==> src/rtl/dds_pkg.sv <==
// Shared types and default widths for the DDS phase generator.
package dds_pkg;
    localparam int PHASE_W    = 32;
    localparam int ADDR_W     = 8;
    localparam int DATA_W     = 16;
    localparam int AMP_W      = 16;
    localparam int LEN_W      = 16;
    localparam int ROM_LAT    = 1;
    localparam int PIPE_DEPTH = 2;

    typedef enum logic [1:0] {
        IDLE,
        RUN,
        DRAIN
    } state_t;
endpackage

==> src/rtl/dds_phase_gen_if.sv <==
// Control, ROM and sample signals of the DDS block.
// The master side also drives rom_data, since the ROM lives in the parent.
interface dds_phase_gen_if
    import dds_pkg::*;
#(
    parameter int P_W = PHASE_W,
    parameter int A_W = ADDR_W,
    parameter int D_W = DATA_W,
    parameter int M_W = AMP_W,
    parameter int L_W = LEN_W
);
    logic           start;
    logic           stop;
    logic [P_W-1:0] ftw;
    logic [P_W-1:0] poff;
    logic [M_W-1:0] amp;
    logic [L_W-1:0] burst_len;
    logic [A_W-1:0] rom_addr;
    logic [D_W-1:0] rom_data;
    logic [D_W-1:0] sample;
    logic           sample_valid;
    logic           busy;
    logic           done;

    modport master (
        output start, stop, ftw, poff, amp, burst_len, rom_data,
        input  rom_addr, sample, sample_valid, busy, done
    );

    modport slave (
        input  start, stop, ftw, poff, amp, burst_len, rom_data,
        output rom_addr, sample, sample_valid, busy, done
    );
endinterface

==> src/rtl/dds_phase_gen_phase_acc.sv <==
// Phase accumulator: latches tuning word and offset, steps the phase and
// registers the ROM address taken from the top bits of phase + offset.
module phase_acc
    import dds_pkg::*;
#(
    parameter int P_W = PHASE_W,
    parameter int A_W = ADDR_W
) (
    input  logic           clk,
    input  logic           reset,
    input  logic           load_i,
    input  logic           step_i,
    input  logic [P_W-1:0] ftw_i,
    input  logic [P_W-1:0] poff_i,
    output logic [A_W-1:0] addr_o
);
    logic [P_W-1:0] ftw_q, poff_q, acc_q;
    logic [A_W-1:0] addr_q;
    logic [P_W-1:0] phase_sum;
    logic           phase_unused;

    assign phase_sum    = acc_q + poff_q;
    assign phase_unused = ^phase_sum[P_W-A_W-1:0];
    assign addr_o       = addr_q;

    always_ff @(posedge clk or posedge reset) begin
        if (reset) begin
            ftw_q  <= '0;
            poff_q <= '0;
            acc_q  <= '0;
            addr_q <= '0;
        end else if (load_i) begin
            ftw_q  <= ftw_i;
            poff_q <= poff_i;
            acc_q  <= '0;
        end else if (step_i) begin
            // accumulator wraps naturally modulo 2^P_W
            addr_q <= phase_sum[P_W-1 -: A_W];
            acc_q  <= acc_q + ftw_q;
        end
    end
endmodule

==> src/rtl/dds_phase_gen.sv <==
// DDS control FSM, burst counter, ROM-latency valid pipe and amplitude scaling
// around an external registered sine ROM.
module dds_phase_gen
    import dds_pkg::*;
(
    input  logic            clk,
    input  logic            reset,
    dds_phase_gen_if.slave  bus
);
    localparam int PROD_W = DATA_W + AMP_W + 1;

    state_t                  state_q;
    logic [LEN_W-1:0]        cnt_q, len_q;
    logic [AMP_W-1:0]        amp_q;
    logic [PIPE_DEPTH-1:0]   vld_pipe_q;   // [0]=address issued, [1]=rom data ready
    logic [PIPE_DEPTH-1:0]   last_pipe_q;
    logic [DATA_W-1:0]       sample_q;
    logic                    sample_valid_q, busy_q, done_q;

    logic                    accept, issue, last_issue, stop_run;
    logic signed [PROD_W-1:0] prod;
    logic                    prod_unused;
    logic [DATA_W-1:0]       sample_d;

    assign accept     = (state_q == IDLE) && bus.start && !bus.stop;
    assign issue      = (state_q == RUN) && !bus.stop;
    assign stop_run   = (state_q == RUN) && bus.stop;
    assign last_issue = issue && (len_q != '0) && (LEN_W'(cnt_q + LEN_W'(1)) == len_q);

    // floor(rom_data * amp / 2^AMP_W); the slice is the arithmetic shift result
    assign prod        = $signed(bus.rom_data) * $signed({1'b0, amp_q});
    assign sample_d    = prod[AMP_W +: DATA_W];
    assign prod_unused = ^{prod[PROD_W-1], prod[AMP_W-1:0]};

    phase_acc #(.P_W(PHASE_W), .A_W(ADDR_W)) u_acc (
        .clk    (clk),
        .reset  (reset),
        .load_i (accept),
        .step_i (issue),
        .ftw_i  (bus.ftw),
        .poff_i (bus.poff),
        .addr_o (bus.rom_addr)
    );

    always_ff @(posedge clk or posedge reset) begin
        if (reset) begin
            state_q <= IDLE;
            cnt_q   <= '0;
            len_q   <= '0;
            amp_q   <= '0;
            busy_q  <= 1'b0;
        end else begin
            case (state_q)
                IDLE: if (accept) begin
                    state_q <= RUN;
                    len_q   <= bus.burst_len;
                    amp_q   <= bus.amp;
                    cnt_q   <= '0;
                    busy_q  <= 1'b1;
                end
                RUN: begin
                    if (issue)
                        cnt_q <= cnt_q + LEN_W'(1);
                    if (stop_run || last_issue)
                        state_q <= DRAIN;
                end
                DRAIN: if (done_q) begin
                    // done is always the last pipe event, so busy falls right after it
                    state_q <= IDLE;
                    busy_q  <= 1'b0;
                end
                default: state_q <= IDLE;
            endcase
        end
    end

    always_ff @(posedge clk or posedge reset) begin
        if (reset) begin
            vld_pipe_q     <= '0;
            last_pipe_q    <= '0;
            sample_q       <= '0;
            sample_valid_q <= 1'b0;
            done_q         <= 1'b0;
        end else begin
            vld_pipe_q     <= {vld_pipe_q[0], issue};
            // a stop marks whatever is already in the address stage as final,
            // or produces a lone done when nothing was issued yet
            last_pipe_q    <= {last_pipe_q[0] | stop_run, last_issue};
            sample_valid_q <= vld_pipe_q[1];
            done_q         <= last_pipe_q[1];
            if (vld_pipe_q[1])
                sample_q <= sample_d;
        end
    end

    assign bus.sample       = sample_q;
    assign bus.sample_valid = sample_valid_q;
    assign bus.busy         = busy_q;
    assign bus.done         = done_q;
endmodule

==> src/flat_wrapper.sv <==
// flat-port wrapper written by rule: the top's interface ports become plain ports
module dds_phase_gen_flat import dds_pkg::*;
  (clk, reset, bus_start, bus_stop, bus_ftw, bus_poff, bus_amp, bus_burst_len, bus_rom_data, bus_rom_addr, bus_sample, bus_sample_valid, bus_busy, bus_done);
  dds_phase_gen_if bus_i ();
  input  logic clk;
  input  logic reset;
  input wire logic [$bits(bus_i.start)-1:0] bus_start;
  input wire logic [$bits(bus_i.stop)-1:0] bus_stop;
  input wire logic [$bits(bus_i.ftw)-1:0] bus_ftw;
  input wire logic [$bits(bus_i.poff)-1:0] bus_poff;
  input wire logic [$bits(bus_i.amp)-1:0] bus_amp;
  input wire logic [$bits(bus_i.burst_len)-1:0] bus_burst_len;
  input wire logic [$bits(bus_i.rom_data)-1:0] bus_rom_data;
  output wire logic [$bits(bus_i.rom_addr)-1:0] bus_rom_addr;
  output wire logic [$bits(bus_i.sample)-1:0] bus_sample;
  output wire logic [$bits(bus_i.sample_valid)-1:0] bus_sample_valid;
  output wire logic [$bits(bus_i.busy)-1:0] bus_busy;
  output wire logic [$bits(bus_i.done)-1:0] bus_done;
  assign bus_i.start = bus_start;
  assign bus_i.stop = bus_stop;
  assign bus_i.ftw = bus_ftw;
  assign bus_i.poff = bus_poff;
  assign bus_i.amp = bus_amp;
  assign bus_i.burst_len = bus_burst_len;
  assign bus_i.rom_data = bus_rom_data;
  assign bus_rom_addr = bus_i.rom_addr;
  assign bus_sample = bus_i.sample;
  assign bus_sample_valid = bus_i.sample_valid;
  assign bus_busy = bus_i.busy;
  assign bus_done = bus_i.done;
  dds_phase_gen u_core (.clk(clk), .reset(reset), .bus(bus_i));
endmodule
==> config.mk <==
export PLATFORM = sky130hd
export DESIGN_NAME = dds_phase_gen_flat
export DESIGN_NICKNAME = d
export VERILOG_FILES = /design/src/rtl/dds_pkg.sv /design/src/rtl/dds_phase_gen_if.sv /design/src/rtl/dds_phase_gen_phase_acc.sv /design/src/rtl/dds_phase_gen.sv /design/src/flat_wrapper.sv
export SDC_FILE = /design/constraint.sdc
export NUM_CORES = 1
export LEC_CHECK = 0
export CORE_ASPECT_RATIO = 1.4
export CORE_MARGIN = 1
export CORE_UTILIZATION = 65
export DETAILED_ROUTE_END_ITERATION = 10
export DONT_BUFFER_PORTS = 1
export PLACE_DENSITY = 0.81
export SKIP_CTS_REPAIR_TIMING = 1
export SLEW_MARGIN = 20
export SYNTH_ARGS = -nofsm -noshare
export SYNTH_HDL_FRONTEND = slang
export SYNTH_HIERARCHICAL = 1
export SYNTH_SLANG_ARGS = --single-unit
==> constraint.sdc <==
create_clock -name clk -period 18.4 [get_ports clk]
set_clock_uncertainty 0.2 [all_clocks]
set_input_delay 0 -clock clk [delete_from_list [all_inputs] [get_ports clk]]
set_output_delay 0 -clock clk [all_outputs]
set_load 0.01 [all_outputs]
==> reports/metrics.cfg, run 1 <==
[logic_synthesis]
syn_inst = 1852
synthXorXnorAreaFrac = 0.0372
ys.flop_type = dfrtp_1
syn_area_per_cell_um2 = 9.79
netlist_top_cells_area = dfrtp_1 24%, fa_1 21%, ha_1 12%
synthDistinctLibCells = 74
yosysTopAreaCell = dfrtp_1
synth.area.mux_share = 0.0775
yosysWarningCount = 6
yosys.area.top_type_share = 0.244
ys_seq_area_frac = 0.244
synth-compound-area-share = 0.0895
synth_edf_count = 0
synth-seq-cells = 177
syn_area_mm2 = 0.0181
async_flop_share = 1.00
synthAdderAreaFrac = 0.336
yosys.area_share.simple = 0.147
synth_top_family_by_area = adder cells
synth_fp_nets = 2338

[route]
wl_per_cell_um = 19.9
dr_total_vias = 13800
drt-total-wl_mm = 45.8
dr.first_iter.drc_count = 782
dr.pass1.iters = 7
drtAntennaViolNets = 0
post-route-drc-count = 0
vias_per_cell = 6.03

[grt]
grt_overflow_total = 0
first_global_vias = 14200
grt_first_pass_wirelength_mm = 70.1
grt.total_usage = 0.324
grt_max_degree = 74
antenna_found_initial = 2

[outcome]
outcome = finished clean

[die]
die_h_um = 200
io_pins = 143
std_cell_rows = 72
die_area_mm2 = 0.0286
core-area_mm2 = 0.0275
initial_core_util = 0.660
die_x_um = 143

[sta]
slew_violations = 0
tns_ns = 0
hold_violations = 0
timing.slew.headroom = 0.276
rsz0062_at_grt = false
fin_crit_ns = 7.14
fmax_ghz = 0.140
worst_pin_slew_ns = 1.09
finalCritPeriodShare = 0.388
setup_viol_count_final = 0

[layout]
area_delta_synth_final_pct = 10.4
fill_cells = 1852
layout_common_cells = 250 x inv_1, 196 x nand2_1, 194 x fa_1
final_common_cell = inv_1
fin_nets = 2398
drive_gt1_frac = 0.0863

[critical_path]
arrival_ns = 7.28
crit_path_start_kind = register
worstSetupPathType = register to register
cp_max_fo = 17
worst_setup_path_end_kind = register
reg2reg_slack_ns = 11.26
cp.required_ns = 18.54

[clock_network]
htree_levels = 4
cts_tree = yes
clk_latency_ns = 0.45
cts_buffers = 17
clkTransAtPathRegs_ns = 0.07
cts_sinks = 177
cts_buffer_depth = 2
ctsRootBufferMaster = clkbuf_16

[min_path]
hp-class = input port to register

[place]
hpwl_mm = 33.0
numPortBuffers = 0
gp_congestion = 0.918

[job]
max_cap_violations = 0

## critical path: stages (launching register included)
cell,delay (ns)
dfrtp_1,0.79
nand2_1,0.20
fa_1,0.59
fa_1,0.53
fa_1,0.53
inv_1,0.05
fa_1,0.47
fa_1,0.55
inv_1,0.05
fa_1,0.52
inv_1,0.04
ha_1,0.33
a21oi_1,0.24
o22a_1,0.18
o221ai_1,0.12
nor3_1,0.54
o21ai_0,0.29
a311o_1,0.38
xor2_1,0.16
mux2_2,0.27
## per-layer routing
layer	track usage	part of all wire	vias to the layer above	wire, µm
met5	0	0	-	0
met4	0.207	0.060	0	2730
met3	0.0743	0.061	196	2810
met2	0.587	0.54	567	24700
met1	0.334	0.34	6872	15500
li1	-	-	6213	-
## flip-flops by register name, indices dropped and copies added (netlist names)
register and cells:
u_core/u_acc/acc_q 32, u_core/u_acc/ftw_q 32, u_core/u_acc/poff_q 32, u_core/amp_q 16
u_core/bus.sample 16, u_core/cnt_q 16, u_core/len_q 16, u_core/u_acc/addr_o 8
u_core/last_pipe_q 2, u_core/state_q 2, u_core/vld_pipe_q 2, u_core/bus.busy 1
u_core/bus.done 1, u_core/bus.sample_valid 1
## final timing paths
kind                                      start                endpoint  cells after the start
setup / recovery               u_core/amp_q[11]   u_core/bus.sample[13]                     19
hold reg to reg            u_core/vld_pipe_q[0]    u_core/vld_pipe_q[1]                      0
setup reg to reg               u_core/amp_q[11]   u_core/bus.sample[13]                     19
max in group asynchronous                 reset  u_core/u_acc/ftw_q[30]                      4
min in group asynchronous                 reset  u_core/u_acc/poff_q[6]                      4
hold / removal                      bus_ftw[19]  u_core/u_acc/ftw_q[19]                      2
## Yosys cell counts (all sizes together), types with 5 or more instances
library cell  instances
a211oi               10
a21o                 25
a21oi                60
a31oi                11
and2                120
and3                  7
buf                   5
clkbuf               65
dfrtp               177
fa                  194
ha                  176
inv                 253
mux2                106
mux2i                21
nand2               196
nand2b               22
nand3                19
nand4                26
nor2                 85
nor2b                 9
nor3                 10
nor4                 10
o211ai                9
o21a                  5
o21ai                70
o21bai                9
o22ai                 6
o31ai                14
or3                   8
xnor2                53
xor2                 24
## per-stage QoR
step	worst slack (ns)	cell area, µm²	util	instances	hold slack [ns]
after floorplan	11.98	18100	-	1852	-0.0790
after global placement	11.53	18300	0.668	2158	-0.272
final	11.26	20000	0.728	2296	0.0301
after detailed placement	11.32	18300	0.668	2158	-0.271
after global routing	10.89	20000	0.728	2296	0.0178
after CTS	11.29	18900	0.689	2189	-0.759
## cell families after synthesis
family | Yosys count
multiplexers | 127
flip-flops | 177
AO/OA/AOI/OAI | 248
buffers and inverters | 323
AND/OR/NAND/NOR | 530
XOR/XNOR | 77
adder cells (fa/ha/maj) | 370
## area by class of cell
class                      instances  area [µm²]  share of cell area
sequential                       177        4430               0.221
clock buffer                      19         453              0.0226
timing repair buffer             111        1120              0.0562
clock inverter                    12         123             0.00613
antenna                            2        5.00            0.000250
tap                              370         463              0.0231
inverter                         253         953              0.0477
multi-input combinational       1352       12500               0.623
Power of run 1 is not shown: default switching activity piles up to over one toggle a cycle in this logic, so the estimate is an artifact.
==> inputs of run 2 (changes only) <==
Clock period 18.4 ns to 7.5 ns, I/O delays scaled along.
==> reports/metrics.cfg, run 2 (synthesis gave the netlist of run 1 again) <==
[sta]
fmax_ghz = 0.145
setup_viol_count_final = 0
tns_ns = 0
fin_crit_ns = 6.89
timing.slew.headroom = 0.239
worst_pin_slew_ns = 1.13
rsz0062_at_grt = false
finalCritPeriodShare = 0.919
slew_violations = 0
hold_violations = 0
holdWs_ns = 0.0311

[die]
core-area_mm2 = 0.0275
die_x_um = 143
std_cell_rows = 72
io_pins = 143
die_area_mm2 = 0.0286
initial_core_util = 0.660
die_h_um = 200

[clock_network]
clk_latency_ns = 0.45
cts_sinks = 177
cts_buffers = 17
ctsRootBufferMaster = clkbuf_16
clkTransAtPathRegs_ns = 0.07
cts_tree = yes
cts_buffer_depth = 2
htree_levels = 4

[layout]
fin_nets = 2413
drive_gt1_frac = 0.0892
reg.largest.list = u_core/u_acc/acc_q: 32 flops, u_core/u_acc/ftw_q: 32 flops, u_core/u_acc/poff_q: 32 flops
area_delta_synth_final_pct = 11.2
layout_common_cells = 250 x inv_1, 196 x nand2_1, 194 x fa_1
design_area_mm2 = 0.0202
final_common_cell = inv_1
fill_cells = 1853

[critical_path]
crit_path_start_kind = register
worst_setup_path_end_kind = register
cpMostUsedCell = fa_1
cpPeakStageDelay_ns = 0.73
cp.required_ns = 7.63
cp_max_fo = 17
worst_path_max_delay_cell = dfrtp_1
cp_cell_sequence = nand2_1, fa_1, fa_1, fa_1, inv_1, fa_1, fa_1, inv_1, fa_1, inv_1, ha_1, a21oi_1, o22a_1, o221ai_1, nor3_2, o21ai_0, a311o_1, xor2_1, mux2_2
worstSetupPathType = register to register
arrival_ns = 7.02

[grt]
grt_overflow_total = 0
first_global_vias = 14500
grt_first_pass_wirelength_mm = 70.4
grt.total_usage = 0.326
antenna_found_initial = 1
grt_max_degree = 111

[route]
post-route-drc-count = 0
drtAntennaViolNets = 0
vias_per_cell = 6.04
wl_per_cell_um = 20.3
drt-total-wl_mm = 46.9
dr.first_iter.drc_count = 816
dr_total_vias = 14000
dr.pass1.iters = 5

[outcome]
outcome = finished clean

[min_path]
hp-class = input port to register

[place]
hpwl_mm = 33.2
numPortBuffers = 0
place_area_mm2 = 0.0184
gp_congestion = 0.926

[job]
max_cap_violations = 0

[run 2: cell types whose count changed in the layout (fill, tap and decap cells not counted), sizes merged]
cell | previous run | this run
dlygate4sd3 | 103 | 112
clkbuf | 19 | 20
diode | 2 | 1
bufinv | 1 | 2
buf | 8 | 14
clkinv | 5 | 4
[run 2: final timing paths]
path / slack (ns) / from / cells past startpoint / to
hold reg to reg: 0.15 / u_core/last_pipe_q[1] / 0 / u_core/bus.done
setup / recovery: 0.61 / u_core/amp_q[9] / 19 / u_core/bus.sample[13]
min in group asynchronous: 0.47 / reset / 4 / u_core/u_acc/ftw_q[2]
hold / removal: 0.03 / bus_burst_len[9] / 2 / u_core/len_q[9]
max in group asynchronous: 5.73 / reset / 4 / u_core/u_acc/addr_o[1]
setup reg to reg: 0.61 / u_core/amp_q[9] / 19 / u_core/bus.sample[13]
[run 2: worst max-delay path, delay by kind of cell (launching register included)]
family	cells	cell delay [ns]
fa+ha+maj	7	3.41
compound gates	5	1.28
flops	1	0.73
simple gates	2	0.59
mux	1	0.26
xor+xnor	1	0.16
buf+inv	3	0.15
[run 2: stage by stage]
step           instances   util  worst slack [ns]
6_report            2311  0.734             0.609
2_1_floorplan       1852      -              1.08
3_3_place_gp        2165  0.670             0.718
4_1_cts             2197  0.692             0.490
5_1_grt             2311  0.734             0.228
3_5_place_dp        2165  0.670             0.509
[run 2: routing by layer]
layer | GRT usage | share of wire | up-vias
met1 | 0.320 | 0.34 | 6939
li1 | - | - | 6263
met2 | 0.586 | 0.53 | 558
met4 | 0.257 | 0.070 | 0
met3 | 0.0748 | 0.061 | 196
met5 | 0 | 0 | -
[run 2: final cells by class]
type | instances | area (µm²) | share of cell area
repair buffers | 126 | 1250 | 0.0622
clock inverters | 12 | 144 | 0.00714
flip-flops and latches | 177 | 4430 | 0.220
well taps | 370 | 463 | 0.0230
diodes | 1 | 2.50 | 0.000124
multi-input cells | 1352 | 12500 | 0.618
clock buffers | 20 | 457 | 0.0227
inverters | 253 | 953 | 0.0473
Power of run 2 is left out for the same reason.
==> inputs of run 3 (changes only) <==
Settings changed: SYNTH_HIERARCHICAL 1 to not set.
==> reports/metrics.cfg, run 3 <==
[critical_path]
cp_max_fo = 17
worstSetupPathType = register to register
crit_cells = 20
r2r_cells = 20
cpMostUsedCell = fa_1
cp.required_ns = 7.63
crit_end = u_core.bus.sample[13]
reg2reg_slack_ns = 0.58
reg2reg_to = u_core.bus.sample[13]
r2r_start = u_core.amp_q[10]
crit_family = adder cells
worst_path_max_delay_cell = dfrtp_1
critPathLaunch = u_core.amp_q[10]
cp_cell_sequence = nand2_1, fa_1, fa_1, fa_1, inv_1, fa_1, fa_1, inv_1, fa_1, inv_1, ha_1, a21oi_1, a21oi_1, a211oi_1, o211ai_1, a211oi_2, o21ai_1, a41oi_1, xnor2_1, mux2_2
crit_buf_inv = 3
cpPeakStageDelay_ns = 0.69
arrival_ns = 7.05
crit_path_start_kind = register
worst_setup_path_end_kind = register

[logic_synthesis]
synthMostInstantiatedCell = inv_1
syn_area_mm2 = 0.0176
async_flop_share = 1.00
netlist_top_cells_count = 252 x inv_1, 212 x nand2_1, 194 x fa_1, 177 x dfrtp_1, 176 x ha_1
synth-seq-cells = 177
synthDistinctLibCells = 62
netlist_top_cells_area = dfrtp_1 25%, fa_1 22%, ha_1 13%
ys.flop_type = dfrtp_1
yosysTopAreaCell = dfrtp_1
syn_area_per_cell_um2 = 9.84
syn_inst = 1784
synth_fp_nets = 2270
yosysWarningCount = 0
yosys.area.top_type_share = 0.252
ys_seq_area_frac = 0.252
synth_edf_count = 0

[layout]
fin_nets = 2337
fill_cells = 1758
area_delta_synth_final_pct = 11.2
final_common_cell = inv_1
design_area_mm2 = 0.0195
drive_gt1_frac = 0.0896
layout_common_cells = 251 x inv_1, 211 x nand2_1, 194 x fa_1
reg.largest.list = u_core.u_acc.acc_q: 32 flops, u_core.u_acc.ftw_q: 32 flops, u_core.u_acc.poff_q: 32 flops

[grt]
grt.total_usage = 0.308
grt_max_degree = 100
grt_overflow_total = 0
antenna_found_initial = 2
first_global_vias = 13800
grt_first_pass_wirelength_mm = 66.2

[outcome]
violations = hold timing
outcome = finished, violations left

[die]
io_pins = 143
core-area_mm2 = 0.0264
die_area_mm2 = 0.0277
die_h_um = 196
initial_core_util = 0.666
std_cell_rows = 70
die_x_um = 141

[clock_network]
htree_levels = 4
cts_sinks = 177
ctsRootBufferMaster = clkbuf_16
cts_buffer_depth = 2
cts_tree = yes
clk_latency_ns = 0.46
cts_buffers = 17
clkTransAtPathRegs_ns = 0.07

[route]
dr_total_vias = 13200
drt-total-wl_mm = 43.0
dr.first_iter.drc_count = 755
drtAntennaViolNets = 0
dr.pass1.iters = 5
vias_per_cell = 5.94
wl_per_cell_um = 19.3
post-route-drc-count = 0

[place]
place_area_mm2 = 0.0179
hpwl_mm = 31.4
numPortBuffers = 0
gp_congestion = 0.964

[sta]
worst_pin_slew_ns = 0.986
holdWs_ns = -0.00853
finalCritPeriodShare = 0.922
fmax_ghz = 0.145
timing.slew.headroom = 0.343
tns_ns = 0
setup_viol_count_final = 0
rsz0062_at_grt = false
hold_violations = 15
slew_violations = 0
fin_crit_ns = 6.92

[min_path]
hp-class = input port to async pin

[job]
max_cap_violations = 0

[run 3: changes by cell type after synthesis, moves of 9 or more]
cell,previous run,this run
a21oi_1,57,66
mux2i_1,21,5
nand2_1,196,212
nor2_1,85,48
o21ai_1,3,12
[run 3: final cells by class]
type / count / area, µm² / share of cell area
flip-flops and latches: 177 / 4430 / 0.227
repair buffers: 112 / 1090 / 0.0559
inverters: 253 / 955 / 0.0489
clock inverters: 15 / 228 / 0.0117
well taps: 360 / 450 / 0.0231
multi-input cells: 1290 / 11900 / 0.612
diodes: 2 / 5.00 / 0.000256
clock buffers: 17 / 425 / 0.0218
[run 3: worst register-to-register path, cell delays in order (launching register included)]
cell	delay, ns
dfrtp_1	0.69
nand2_1	0.16
fa_1	0.55
fa_1	0.49
fa_1	0.55
inv_1	0.05
fa_1	0.48
fa_1	0.49
inv_1	0.05
fa_1	0.47
inv_1	0.04
ha_1	0.30
a21oi_1	0.13
a21oi_1	0.08
a211oi_1	0.47
o211ai_1	0.33
a211oi_2	0.47
o21ai_1	0.18
a41oi_1	0.27
xnor2_1	0.09
mux2_2	0.26
[run 3: cells by family after synthesis]
kind of cell	count (synthesis)	share of synthesized area
mux	113	0.0721
simple gates	478	0.134
flops	177	0.252
buf+inv	317	0.0683
compound gates	253	0.0888
xor+xnor	76	0.0379
fa+ha+maj	370	0.347
[run 3: how the worst min path moves through the flow]
stage / from / endpoint / slack, ns / cells after the start
final: reset / u_core.u_acc.ftw_q[8] / -0.009 / 2
after global routing: bus_poff[27] / u_core.u_acc.poff_q[27] / 0.03 / 2
after CTS: reset / u_core.u_acc.ftw_q[0] / -0.59 / 1
after detailed placement: reset / u_core.u_acc.ftw_q[8] / -0.11 / 1
after global placement: reset / u_core.u_acc.ftw_q[8] / -0.11 / 1
after floorplan: bus_ftw[1] / u_core.u_acc.ftw_q[1] / -0.08 / 2
[run 3: per-stage QoR]
step                setup slack (ns)   util  instances
floorplan                       1.38      -       1784
global placement               0.656  0.678       2092
detailed placement             0.480  0.678       2092
CTS                            0.471  0.702       2124
global route                   0.204  0.740       2226
finish                         0.584  0.740       2226
[run 3: per-layer routing]
layer	routed length, µm	vias to the layer above	global-route usage	part of all wire
li1	-	5974	-	-
met1	14800	6590	0.316	0.35
met2	23400	489	0.574	0.54
met3	2140	172	0.0586	0.050
met4	2590	0	0.192	0.060
met5	0	-	0	0
Power of run 3 is left out for the same reason.
